$ cat src/rtl/score_keeper_if.sv
// Bundle between the match controller, the physics engine and the display stage.
// Clock and reset stay plain ports on the modules.
interface score_keeper_if;
  logic       tick;
  logic       start;
  logic       valid;
  logic       game_over;
  logic [1:0] winner;
  logic       run;
  logic       new_match;
  logic       point_pulse;
  logic [6:0] p1_score;
  logic [6:0] p2_score;
  logic [7:0] p1_bcd;
  logic [7:0] p2_bcd;
  logic [1:0] state;
  logic [1:0] match_winner;

  modport master (
    output tick, start, valid, game_over, winner,
    input  run, new_match, point_pulse, p1_score, p2_score,
    input  p1_bcd, p2_bcd, state, match_winner
  );

  modport slave (
    input  tick, start, valid, game_over, winner,
    output run, new_match, point_pulse, p1_score, p2_score,
    output p1_bcd, p2_bcd, state, match_winner
  );
endinterface

$ cat src/rtl/score_keeper.sv
// Match controller: counts points from physics results, gates the frame tick with
// a serve pause after each point, and declares the match winner at WIN_SCORE.
module score_keeper #(
  parameter int WIN_SCORE    = 7,
  parameter int PAUSE_FRAMES = 90
) (
  input  logic          clk,
  input  logic          rst,
  score_keeper_if.slave bus
);

  typedef enum logic [1:0] {
    IDLE  = 2'd0,
    PLAY  = 2'd1,
    PAUSE = 2'd2,
    OVER  = 2'd3
  } state_t;

  state_t     state_q, state_d;
  logic [7:0] cnt_q, cnt_d;
  logic [6:0] p1_q, p1_d, p2_q, p2_d;
  logic [7:0] p1_bcd_q, p1_bcd_d, p2_bcd_q, p2_bcd_d;
  logic [1:0] mw_q, mw_d;
  logic       armed_q, armed_d;
  logic       start_q;
  logic       run_q, run_d;
  logic       new_match_q, new_match_d;
  logic       point_q, point_d;

  logic       start_rise;
  logic       winner_ok;
  logic       pt;
  logic [6:0] p1_inc, p2_inc;

  // Decimal increment of a {tens, ones} pair; keeps BCD in lockstep with binary.
  function automatic logic [7:0] bcd_inc(input logic [7:0] v);
    if (v[3:0] == 4'd9) return {v[7:4] + 4'd1, 4'd0};
    else                return {v[7:4], v[3:0] + 4'd1};
  endfunction

  assign start_rise = bus.start & ~start_q;
  assign winner_ok  = (bus.winner == 2'd1) | (bus.winner == 2'd2);
  assign pt         = (state_q == PLAY) & bus.valid & bus.game_over & armed_q & winner_ok;
  assign p1_inc     = p1_q + 7'd1;
  assign p2_inc     = p2_q + 7'd1;

  // NOTE: every signal gets a default before the case so no path leaves it
  // unassigned; otherwise synthesis infers a latch.
  always_comb begin
    state_d     = state_q;
    cnt_d       = cnt_q;
    p1_d        = p1_q;
    p2_d        = p2_q;
    p1_bcd_d    = p1_bcd_q;
    p2_bcd_d    = p2_bcd_q;
    mw_d        = mw_q;
    armed_d     = armed_q;
    new_match_d = 1'b0;
    point_d     = 1'b0;

    // A clean physics frame re-arms in any state; pt needs game_over so never collides.
    if (bus.valid & ~bus.game_over) armed_d = 1'b1;

    case (state_q)
      IDLE, OVER: begin
        if (start_rise) begin
          p1_d        = '0;
          p2_d        = '0;
          p1_bcd_d    = '0;
          p2_bcd_d    = '0;
          mw_d        = '0;
          new_match_d = 1'b1;
          state_d     = PLAY;
        end
      end
      PLAY: begin
        if (pt) begin
          point_d = 1'b1;
          armed_d = 1'b0;
          if (bus.winner == 2'd1) begin
            p1_d     = p1_inc;
            p1_bcd_d = bcd_inc(p1_bcd_q);
          end else begin
            p2_d     = p2_inc;
            p2_bcd_d = bcd_inc(p2_bcd_q);
          end
          if (((bus.winner == 2'd1) ? p1_inc : p2_inc) == 7'(WIN_SCORE)) begin
            mw_d    = bus.winner;
            state_d = OVER;
          end else begin
            cnt_d   = 8'(PAUSE_FRAMES);
            state_d = PAUSE;
          end
        end
      end
      PAUSE: begin
        if (bus.tick) begin
          cnt_d = cnt_q - 8'd1;
          if (cnt_q == 8'd1) state_d = PLAY;
        end
      end
      default: state_d = IDLE;
    endcase

    run_d = (state_d == PLAY);
  end

  // NOTE: state registers use non-blocking assignments so every flop samples
  // pre-edge values regardless of statement order.
  always_ff @(posedge clk) begin
    if (rst) begin
      state_q     <= IDLE;
      cnt_q       <= '0;
      p1_q        <= '0;
      p2_q        <= '0;
      p1_bcd_q    <= '0;
      p2_bcd_q    <= '0;
      mw_q        <= '0;
      armed_q     <= 1'b1;
      start_q     <= 1'b0;
      run_q       <= 1'b0;
      new_match_q <= 1'b0;
      point_q     <= 1'b0;
    end else begin
      state_q     <= state_d;
      cnt_q       <= cnt_d;
      p1_q        <= p1_d;
      p2_q        <= p2_d;
      p1_bcd_q    <= p1_bcd_d;
      p2_bcd_q    <= p2_bcd_d;
      mw_q        <= mw_d;
      armed_q     <= armed_d;
      start_q     <= bus.start;
      run_q       <= run_d;
      new_match_q <= new_match_d;
      point_q     <= point_d;
    end
  end

  assign bus.run          = run_q;
  assign bus.new_match    = new_match_q;
  assign bus.point_pulse  = point_q;
  assign bus.p1_score     = p1_q;
  assign bus.p2_score     = p2_q;
  assign bus.p1_bcd       = p1_bcd_q;
  assign bus.p2_bcd       = p2_bcd_q;
  assign bus.state        = state_q;
  assign bus.match_winner = mw_q;

endmodule

$ cat src/flat_wrapper.sv
// flat-port wrapper written by rule: the top's interface ports become plain ports
module score_keeper_flat 
#(
  parameter int WIN_SCORE    = 7,
  parameter int PAUSE_FRAMES = 90
)
  (clk, rst, bus_tick, bus_start, bus_valid, bus_game_over, bus_winner, bus_run, bus_new_match, bus_point_pulse, bus_p1_score, bus_p2_score, bus_p1_bcd, bus_p2_bcd, bus_state, bus_match_winner);
  score_keeper_if bus_i ();
  input  logic clk;
  input  logic rst;
  input wire logic [$bits(bus_i.tick)-1:0] bus_tick;
  input wire logic [$bits(bus_i.start)-1:0] bus_start;
  input wire logic [$bits(bus_i.valid)-1:0] bus_valid;
  input wire logic [$bits(bus_i.game_over)-1:0] bus_game_over;
  input wire logic [$bits(bus_i.winner)-1:0] bus_winner;
  output wire logic [$bits(bus_i.run)-1:0] bus_run;
  output wire logic [$bits(bus_i.new_match)-1:0] bus_new_match;
  output wire logic [$bits(bus_i.point_pulse)-1:0] bus_point_pulse;
  output wire logic [$bits(bus_i.p1_score)-1:0] bus_p1_score;
  output wire logic [$bits(bus_i.p2_score)-1:0] bus_p2_score;
  output wire logic [$bits(bus_i.p1_bcd)-1:0] bus_p1_bcd;
  output wire logic [$bits(bus_i.p2_bcd)-1:0] bus_p2_bcd;
  output wire logic [$bits(bus_i.state)-1:0] bus_state;
  output wire logic [$bits(bus_i.match_winner)-1:0] bus_match_winner;
  assign bus_i.tick = bus_tick;
  assign bus_i.start = bus_start;
  assign bus_i.valid = bus_valid;
  assign bus_i.game_over = bus_game_over;
  assign bus_i.winner = bus_winner;
  assign bus_run = bus_i.run;
  assign bus_new_match = bus_i.new_match;
  assign bus_point_pulse = bus_i.point_pulse;
  assign bus_p1_score = bus_i.p1_score;
  assign bus_p2_score = bus_i.p2_score;
  assign bus_p1_bcd = bus_i.p1_bcd;
  assign bus_p2_bcd = bus_i.p2_bcd;
  assign bus_state = bus_i.state;
  assign bus_match_winner = bus_i.match_winner;
  score_keeper #(.WIN_SCORE(WIN_SCORE), .PAUSE_FRAMES(PAUSE_FRAMES)) u_core (.clk(clk), .rst(rst), .bus(bus_i));
endmodule
$ cat config.mk
export PLATFORM = sky130hd
export DESIGN_NAME = score_keeper_flat
export DESIGN_NICKNAME = d
export VERILOG_FILES = /design/src/rtl/score_keeper_if.sv /design/src/rtl/score_keeper.sv /design/src/flat_wrapper.sv
export SDC_FILE = /design/constraint.sdc
export NUM_CORES = 1
export LEC_CHECK = 0
export CAP_MARGIN = 40
export CORE_AREA = 2 2 82 84
export CTS_CLUSTER_DIAMETER = 30
export DETAILED_ROUTE_END_ITERATION = 10
export DIE_AREA = 0 0 84 86
export PLACE_DENSITY = 0.67
export SYNTH_ARGS = -nofsm -noshare
export SYNTH_HDL_FRONTEND = slang
export SYNTH_SLANG_ARGS = --single-unit
$ cat constraint.sdc
create_clock -name clk -period 3 [get_ports clk]
set_input_delay 0.3 -clock clk [delete_from_list [all_inputs] [get_ports clk]]
set_output_delay 0.3 -clock clk [all_outputs]
set_load 0.03 [all_outputs]
# Word-level counts from Yosys, hierarchy flattened
# Index checks and enable logic that the tools add are counted.
[totals]
reg_bits = 47
latchBits = 0
ramBits = 0
romBits = 0
input_bits = 8
output_inout_bits = 37
word_cells = 99
memories = 0
[classes]
add_sub_neg = 7
mul = 0
div_mod_pow = 0
n_lt_le_gt_ge = 0
eq_ne = 19
shift = 0
mux = 36
bitwise = 11
n_reduce_logical = 12
[ops]
columns = ["op", "n"]
rows = [
  ["$mux W8", 10],
  ["$pmux W8 S2", 3],
  ["$mux W7", 6],
  ["$pmux W7 S2", 2],
  ["$add A4 B1 Y4 const B", 4],
  ["$reduce_and A4 Y1", 4],
  ["$add A7 B1 Y7 const B", 2],
  ["$mux W2", 7],
  ["$ne A2 B2 Y1 const B", 7],
  ["$reduce_and A5 Y1", 2],
  ["$eq A4 B4 Y1 const B", 2],
  ["$eq A8 B1 Y1 const B", 1],
  ["$sub A8 B1 Y8 const B", 1],
  ["$eq A7 B3 Y1 const B", 1],
  ["$and A1 B1 Y1", 6],
  ["$eq A2 B1 Y1 const B", 3],
  ["$eq A2 B2 Y1 const B", 3],
  ["$mux W1", 6],
  ["$pmux W2 S3", 1],
  ["$reduce_or A2 Y1", 3],
  ["$ne A2 B1 Y1 const B", 2],
  ["$not A1 Y1", 4],
  ["$pmux W2 S2", 1],
  ["$reduce_bool A2 Y1", 2],
  ["2 further kinds", 2],
]

# Logic depth before layout (Yosys ltp)
[logic_depth]
depth_word = 8
mapped_depth = 9
ltp_nobuf = 8

# Worst setup path before layout
# OpenSTA, ideal clock, no wires.
[synth_timing]
kind = "register -> register"
startpoint = "register u_core.state_q[0], in the netlist u_core.bus.state[0]"
endpoint = "register u_core.p2_bcd_q[7], in the netlist u_core.bus.p2_bcd[7]"
setup_time_ps = 71
arrival_ps = 2158
t_required_ps = 2929
path_slack_ps = 771
path_stages_with_launch = 7
path_buffers = 0
period_less_slack_ps = 2229
path_cell_list = "dfxtp_1 > inv_1 > ha_1 > a221oi_4 > nand2_2 > or4_1 > a21oi_1"
[synth_between]
elab_chain_len = 7
word_cells_on_any_way = 15
cone_classes = "eq/ne (6); mux (1); bitwise (4); reduce/logical (4)"
[synth_lines]
columns = ["element", "line", "rtl"]
rows = [
  ["start, declared", "score_keeper.sv:19", "state_t state_q, state_d;"],
  ["start signal, assigned", "score_keeper.sv:125", "state_q <= state_d;"],
  ["$eq A2 B1 Y1", "score_keeper.sv:43, score_keeper.sv:64", ""],
  ["$and A1 B1 Y1 (4 in a row)", "score_keeper.sv:43", "assign pt = (state_q == PLAY) & bus.valid & bus.game_over & armed_q & winner_ok;"],
  ["$ne A2 B1 Y1 (no line)", "--", ""],
  ["$reduce_and A5 Y1 (no line)", "--", ""],
  ["end signal, assigned", "score_keeper.sv:130", "p2_bcd_q <= p2_bcd_d;"],
  ["end, declared", "score_keeper.sv:22", "logic [7:0] p1_bcd_q, p1_bcd_d, p2_bcd_q, p2_bcd_d;"],
]
# Parallel ways exist; a longest one is shown, timed or not.
# A chain may end at the register's enable or synchronous reset.

# Worst setup path in the final report
[layout_timing]
startpoint = "input port bus_winner[1]"
endpoint = "register u_core.p1_bcd_q[1], in the netlist u_core.bus.p1_bcd[1]"
[layout_between]
elab_chain_len = 5
word_cells_on_any_way = 7
cone_classes = "eq/ne (4); bitwise (2); reduce/logical (1)"
[layout_lines]
columns = ["element", "line", "rtl"]
rows = [
  ["start, declared", "flat_wrapper.sv:15", "input wire logic [$bits(bus_i.winner)-1:0] bus_winner;"],
  ["$eq A2 B1 Y1 or $eq A2 B2 Y1 (tied branches)", "score_keeper.sv:42, score_keeper.sv:80", ""],
  ["$or A1 B1 Y1", "score_keeper.sv:42", "assign winner_ok = (bus.winner == 2'd1) | (bus.winner == 2'd2);"],
  ["$and A1 B1 Y1", "score_keeper.sv:43", ""],
  ["$ne A2 B1 Y1 (no line)", "--", ""],
  ["$reduce_and A4 Y1 (no line) *", "--", ""],
  ["end signal, assigned", "score_keeper.sv:129", "p1_bcd_q <= p1_bcd_d;"],
  ["end, declared", "score_keeper.sv:22", ""],
]
# Mark *: on every way between the ends. The rest lies on a longest branch, timed or not.

==> impl_metrics.env <==
export IMPL_ir_drop_mv=0.2213
export IMPL_track_usage=0.1835
export IMPL_grt_overflow=0
export IMPL_crit_arrival_ps=2720
export IMPL_root_buffer="clkbuf_8"
export IMPL_status="finished, final reports clean"
export IMPL_rows=29
export IMPL_fin_util=0.5272
export IMPL_mappedNetlistNets=361
export IMPL_clock_path_buffers=2
export IMPL_drive_gt1_frac=0.08854
export IMPL_multi_input_area_um2=1617
export IMPL_max_cap_viol_count=0
export IMPL_synth_warnings=0
export IMPL_synth_flop_cell="dfxtp_1"
export IMPL_grt_setup_unrepaired="no"
export IMPL_synth_top_area_frac=0.3462
export IMPL_pin_count=45
export IMPL_port_buffers=44
export IMPL_diodes=0
export IMPL_postRouteAntennaNets=0
export IMPL_drc=0
export IMPL_dieArea_um2=7224
export IMPL_cp_start_kind="input port"
export IMPL_relSlewSlack=0.6702
export IMPL_synth_edf_count=0
export IMPL_die_height_um=86
export IMPL_synthToLayoutAreaGrowth_pct=21.78
export IMPL_place_ws_ps=123.0
export IMPL_wire_per_inst_um=14.09
export IMPL_die_width_um=84
export IMPL_fin_skew_ps=13.50
export IMPL_synthTopCellsByArea="dfxtp_1, ha_1, nand2_1"
export IMPL_routed_wl_um=6496
export IMPL_async_reset_ff_frac=0
export IMPL_grt_antenna_before_repair=0
export IMPL_worstSetupEndpointType="register"
export IMPL_clk_pin_slew_ps=100
export IMPL_postCtsHoldBufs=0
export IMPL_syn_area_per_cell_um2=8.017
export IMPL_grt_pass1_wl_um=11070
export IMPL_h_tree_depth=2
export IMPL_core_area_um2=6277
export IMPL_nFillCells=605
export IMPL_grt_pass1_vias=2319
export IMPL_period_share=0.8469
export IMPL_seqCellArea_um2=940.9
export IMPL_powerDensity_nw_per_um2=433.4
export IMPL_leakagePower_nw=1.215
export IMPL_cts_repair_resize_count=0
export IMPL_start_util=0.4329
export IMPL_yosysTopAreaCell="dfxtp_1"
export IMPL_syn_inst=339
export IMPL_cts_tree="built"
export IMPL_slew_violations=0
export IMPL_clock_latency_ps=300
export IMPL_path_max_fanout=6
export IMPL_finalHoldViolations=0
export IMPL_synth_seq_cells=47
export IMPL_hold_class="reg -> reg"
export IMPL_grt_max_degree=20
export IMPL_syn_area_um2=2718
export IMPL_cp_required_ps=3170
export IMPL_place_hpwl_um=4742
export IMPL_place_congestion=0.8405
export IMPL_via_per_inst=5.633
export IMPL_dr_pass1_iters=4
export IMPL_numClockSinks=47
export IMPL_nets=405
export IMPL_vias=2597
export IMPL_setup_tns_ps=0
export IMPL_first_iter_violations=159
export IMPL_cts_buffers=5
export IMPL_fmax_mhz=393.6
export IMPL_ys_seq_area_frac=0.3462
export IMPL_cts_setup_buffers=0
export IMPL_worst_slew_pin_slew_ps=493.1
export IMPL_synth_cell_types=63
export IMPL_setup_violations=0
export IMPL_path_class="in -> reg"
export IMPL_setup_ws_ps=459.2
export IMPL_final_min_clock_period_ps=2541
[synth_stat cells, drive strengths merged, types with 5 or more instances]
library cell  number
a21oi             23
a22oi              5
a31oi              8
clkbuf            11
dfxtp             47
ha                14
inv               15
nand2             42
nand3             18
nand4             10
nor2              40
nor2b              7
nor3              17
o21ai             11
or4                6
[worst paths after layout]
| check | from | end | slack (ps) | cells past startpoint |
|---|---|---|---|---|
| worst max register to register | u_core.bus.p2_score[0]$_SDFFE_PP0P_ | u_core.cnt_q[3]$_SDFFE_PP0P_ | 680 | 7 |
| worst min register to register | u_core.bus.p2_bcd[7]$_SDFFE_PP0P_ | u_core.bus.p2_bcd[7]$_SDFFE_PP0P_ | 500 | 2 |
| worst max-delay path | bus_winner[1] | u_core.bus.p1_bcd[1]$_SDFFE_PP0P_ | 460 | 8 |
| worst min-delay path | u_core.bus.p2_bcd[7]$_SDFFE_PP0P_ | u_core.bus.p2_bcd[7]$_SDFFE_PP0P_ | 500 | 2 |
[critical path, stage by stage]
cell and delay, ps:
clkdlybuf4s50_1 510, inv_1 60, ha_1 290, nand4b_1 280, a221oi_4 460, a21boi_2 350, nor2_1 70, a2111oi_0 400
[layout make-up]
class / count / area share
clock inverters: 2 / 0.004915
clock buffers: 6 / 0.02495
well taps: 77 / 0.02911
inverters: 15 / 0.01701
flip-flops and latches: 47 / 0.2843
multi-input cells: 262 / 0.4885
repair buffers: 52 / 0.1512
[cells by family (layout without fill, tap and decap cells)]
family          Yosys count  after routing  share of synthesized area
simple gates            163            163                     0.3034
compound gates           76             76                     0.1975
flops                    47             47                     0.3462
buf+inv                  30             75                    0.05893
fa+ha+maj                14             14                    0.06446
xor+xnor                  8              8                    0.02578
mux                       1              1                   0.003683
[state kept, by name, indices dropped and copies added (netlist names)]
signal                   cells
u_core.bus.p2_score          7
u_core.cnt_q                 8
u_core.bus.new_match         1
u_core.bus.state             2
u_core.bus.run               1
u_core.armed_q               1
u_core.bus.p1_bcd            8
u_core.bus.match_winner      2
u_core.bus.p2_bcd            8
u_core.bus.p1_score          7
u_core.bus.point_pulse       1
u_core.start_q               1
[where the power goes]
group          internal (mW)  total [mW]  switching [mW]
Combinational          0.132       0.344           0.212
Clock                  0.188       0.415           0.226
Sequential             0.648       0.676          0.0278
[layout by cell type, fill, tap and decap left out, types with 14 or more instances in the layout]
| master | synthesis | routed |
|---|---|---|
| nand2_1 | 41 | 41 |
| a21oi_1 | 23 | 23 |
| nand3_1 | 18 | 18 |
| clkdlybuf4s50_1 | 0 | 44 |
| dfxtp_1 | 47 | 47 |
| ha_1 | 14 | 14 |
| inv_1 | 15 | 15 |
| nor3_1 | 17 | 17 |
| nor2_1 | 40 | 40 |
[metal layers]
| layer | track usage | share of wire | up-vias |
|---|---|---|---|
| met2 | 0.2844 | 0.46 | 53 |
| li1 | - | - | 1322 |
| met1 | 0.2652 | 0.50 | 1218 |
| met4 | 0.05279 | 0.0088 | 0 |
| met5 | 0 | 0 | - |
| met3 | 0.02791 | 0.037 | 4 |
[stage by stage]
stage               hold slack, ps  total power, mW  area [µm²]  cells
floorplan                    379.4           0.9268        2718    339
global placement             477.0            1.029        3211    453
detailed placement           491.1            1.031        3211    453
CTS                          502.8            1.439        3309    461
global route                 528.4            1.509        3309    461
finish                       497.5            1.434        3309    461
Note: power is estimated with default switching activity, not from simulation.
==> edit, RTL diff (config.mk and constraints unchanged) <==
`WIN_SCORE` is set to 7 in 2 places; all go to 5.
--- a/src/rtl/score_keeper.sv
+++ b/src/rtl/score_keeper.sv
@@ -3,3 +3,3 @@
 module score_keeper #(
-  parameter int WIN_SCORE    = 7,
+  parameter int WIN_SCORE    = 5,
   parameter int PAUSE_FRAMES = 90
--- a/src/flat_wrapper.sv
+++ b/src/flat_wrapper.sv
@@ -3,3 +3,3 @@
 #(
-  parameter int WIN_SCORE    = 7,
+  parameter int WIN_SCORE    = 5,
   parameter int PAUSE_FRAMES = 90
Check against the original RTL: no difference found for any inputs over 10 cycles, from zero or initial values and one cycle with rst high; that may be too few to reach the edited logic, so the function may still have changed.
==> edit against the unedited design <==
First-iteration DRC count fell by 14%. Setup slack got worse by 0.072 ns. Routed wire length fell by 4.8%. Fmax is 2.7% lower. Design area shrank 0.30%. Register-to-register slack worse by 0.29 ns. Synthesized area is 4.4% lower. Clock skew is 0.0068 ns lower. Total power rose by 16%. Global-route usage fell by 0.53 points. Non-clock buffer count up 4. Synthesized cell count shrank 5.6%. Sequential cell count unchanged. Largest power group unchanged.
==> edit: results (changes against the unedited design) <==
* Complex-gate fraction of the synthesized area at 0.199 (was 0.198)
* CP max FO at 13 (was 6)
* Multiplexer share of the synthesized area at 0.00771 (was 0.00368)
* CP max stage cell: or4_1 (was clkdlybuf4s50_1)
* Largest net degree at the start of global routing at 16 (was 20)
* Post-synth top cells: 47 x dfxtp_1, 35 x nor2_1, 30 x a21oi_1 (was 47 x dfxtp_1, 41 x nand2_1, 40 x nor2_1)
* Leak at 1.24 nW (was 1.21 nW)
* Seq area share at 0.285 (was 0.284)
* Fraction of area in multi-input gates at 0.465 (was 0.488)
* First-pass GRT wire length at 10.4 mm (was 11.1 mm)
* Crit. Startpoint: u_core.bus.state[1] (was bus_winner[1])
* Layout fillers at 584 (was 605)
* Global placement routability congestion at 0.845 (was 0.841)
* CLK BUF at 5 (was 6)
* Buffering overhead at 0.161 (was 0.151)
* Post-DP HPWL at 4.59 mm (was 4.74 mm)
* Adder-cell share of the synthesized area at 0.0674 (was 0.0645)
* Inverters at 16 (was 15)
* Num sequential at 47 (unchanged)
* Register area share after synthesis at 0.362 (was 0.346)
* Multi-In Gates at 243 (was 262)
* Placement Setup Slack at 0.179 ns (was 0.123 ns)
* Critical path arrival at 2.85 ns (was 2.72 ns)
* Status: finished, final reports clean (unchanged)
* Layout cells sized above 1 at 0.0757 (was 0.0885)
* Vias after detailed routing at 2519 (was 2597)
* Total nets after synthesis at 342 (was 361)
* Buffers excl. clock at 56 (was 52)
* Starting DRC count in detailed routing at 137 (was 159)
* Layout Nets at 391 (was 405)
* Worst slew pin tran at 0.528 ns (was 0.493 ns)
* Netlist cell types at 51 (was 63)
-- edit: report_power, final --
| part | leakage (nW) | internal (W) | switching (W) | total, W |
|---|---|---|---|---|
| logic | 0.794 | 0.000168 | 0.000232 | 0.000399 |
| clock network | 0.0644 | 0.000332 | 0.000226 | 0.000559 |
| registers | 0.382 | 0.000660 | 0.0000399 | 0.000700 |
| total | 1.24 | 0.00116 | 0.000498 | 0.00166 |
-- edit: per-layer routing --
metal  routed length (um)  GRT usage
met4                  138     0.0806
met2                 2780      0.279
met5                    0          0
met3                  254     0.0375
met1                 3020      0.237
-- edit: worst paths after layout --
kind	cells after the start	end	slack [ns]
worst max-delay path	8	u_core.cnt_q[6]	0.39
worst min-delay path	2	u_core.bus.p2_bcd[7]	0.48
worst max register to register	8	u_core.cnt_q[6]	0.39
worst min register to register	2	u_core.bus.p2_bcd[7]	0.48
-- edit: metrics by stage --
stage	instances	cell area, um2
floorplan	320	2600
global placement	439	3160
detailed placement	439	3160
CTS	447	3300
global route	447	3300
finish	447	3300
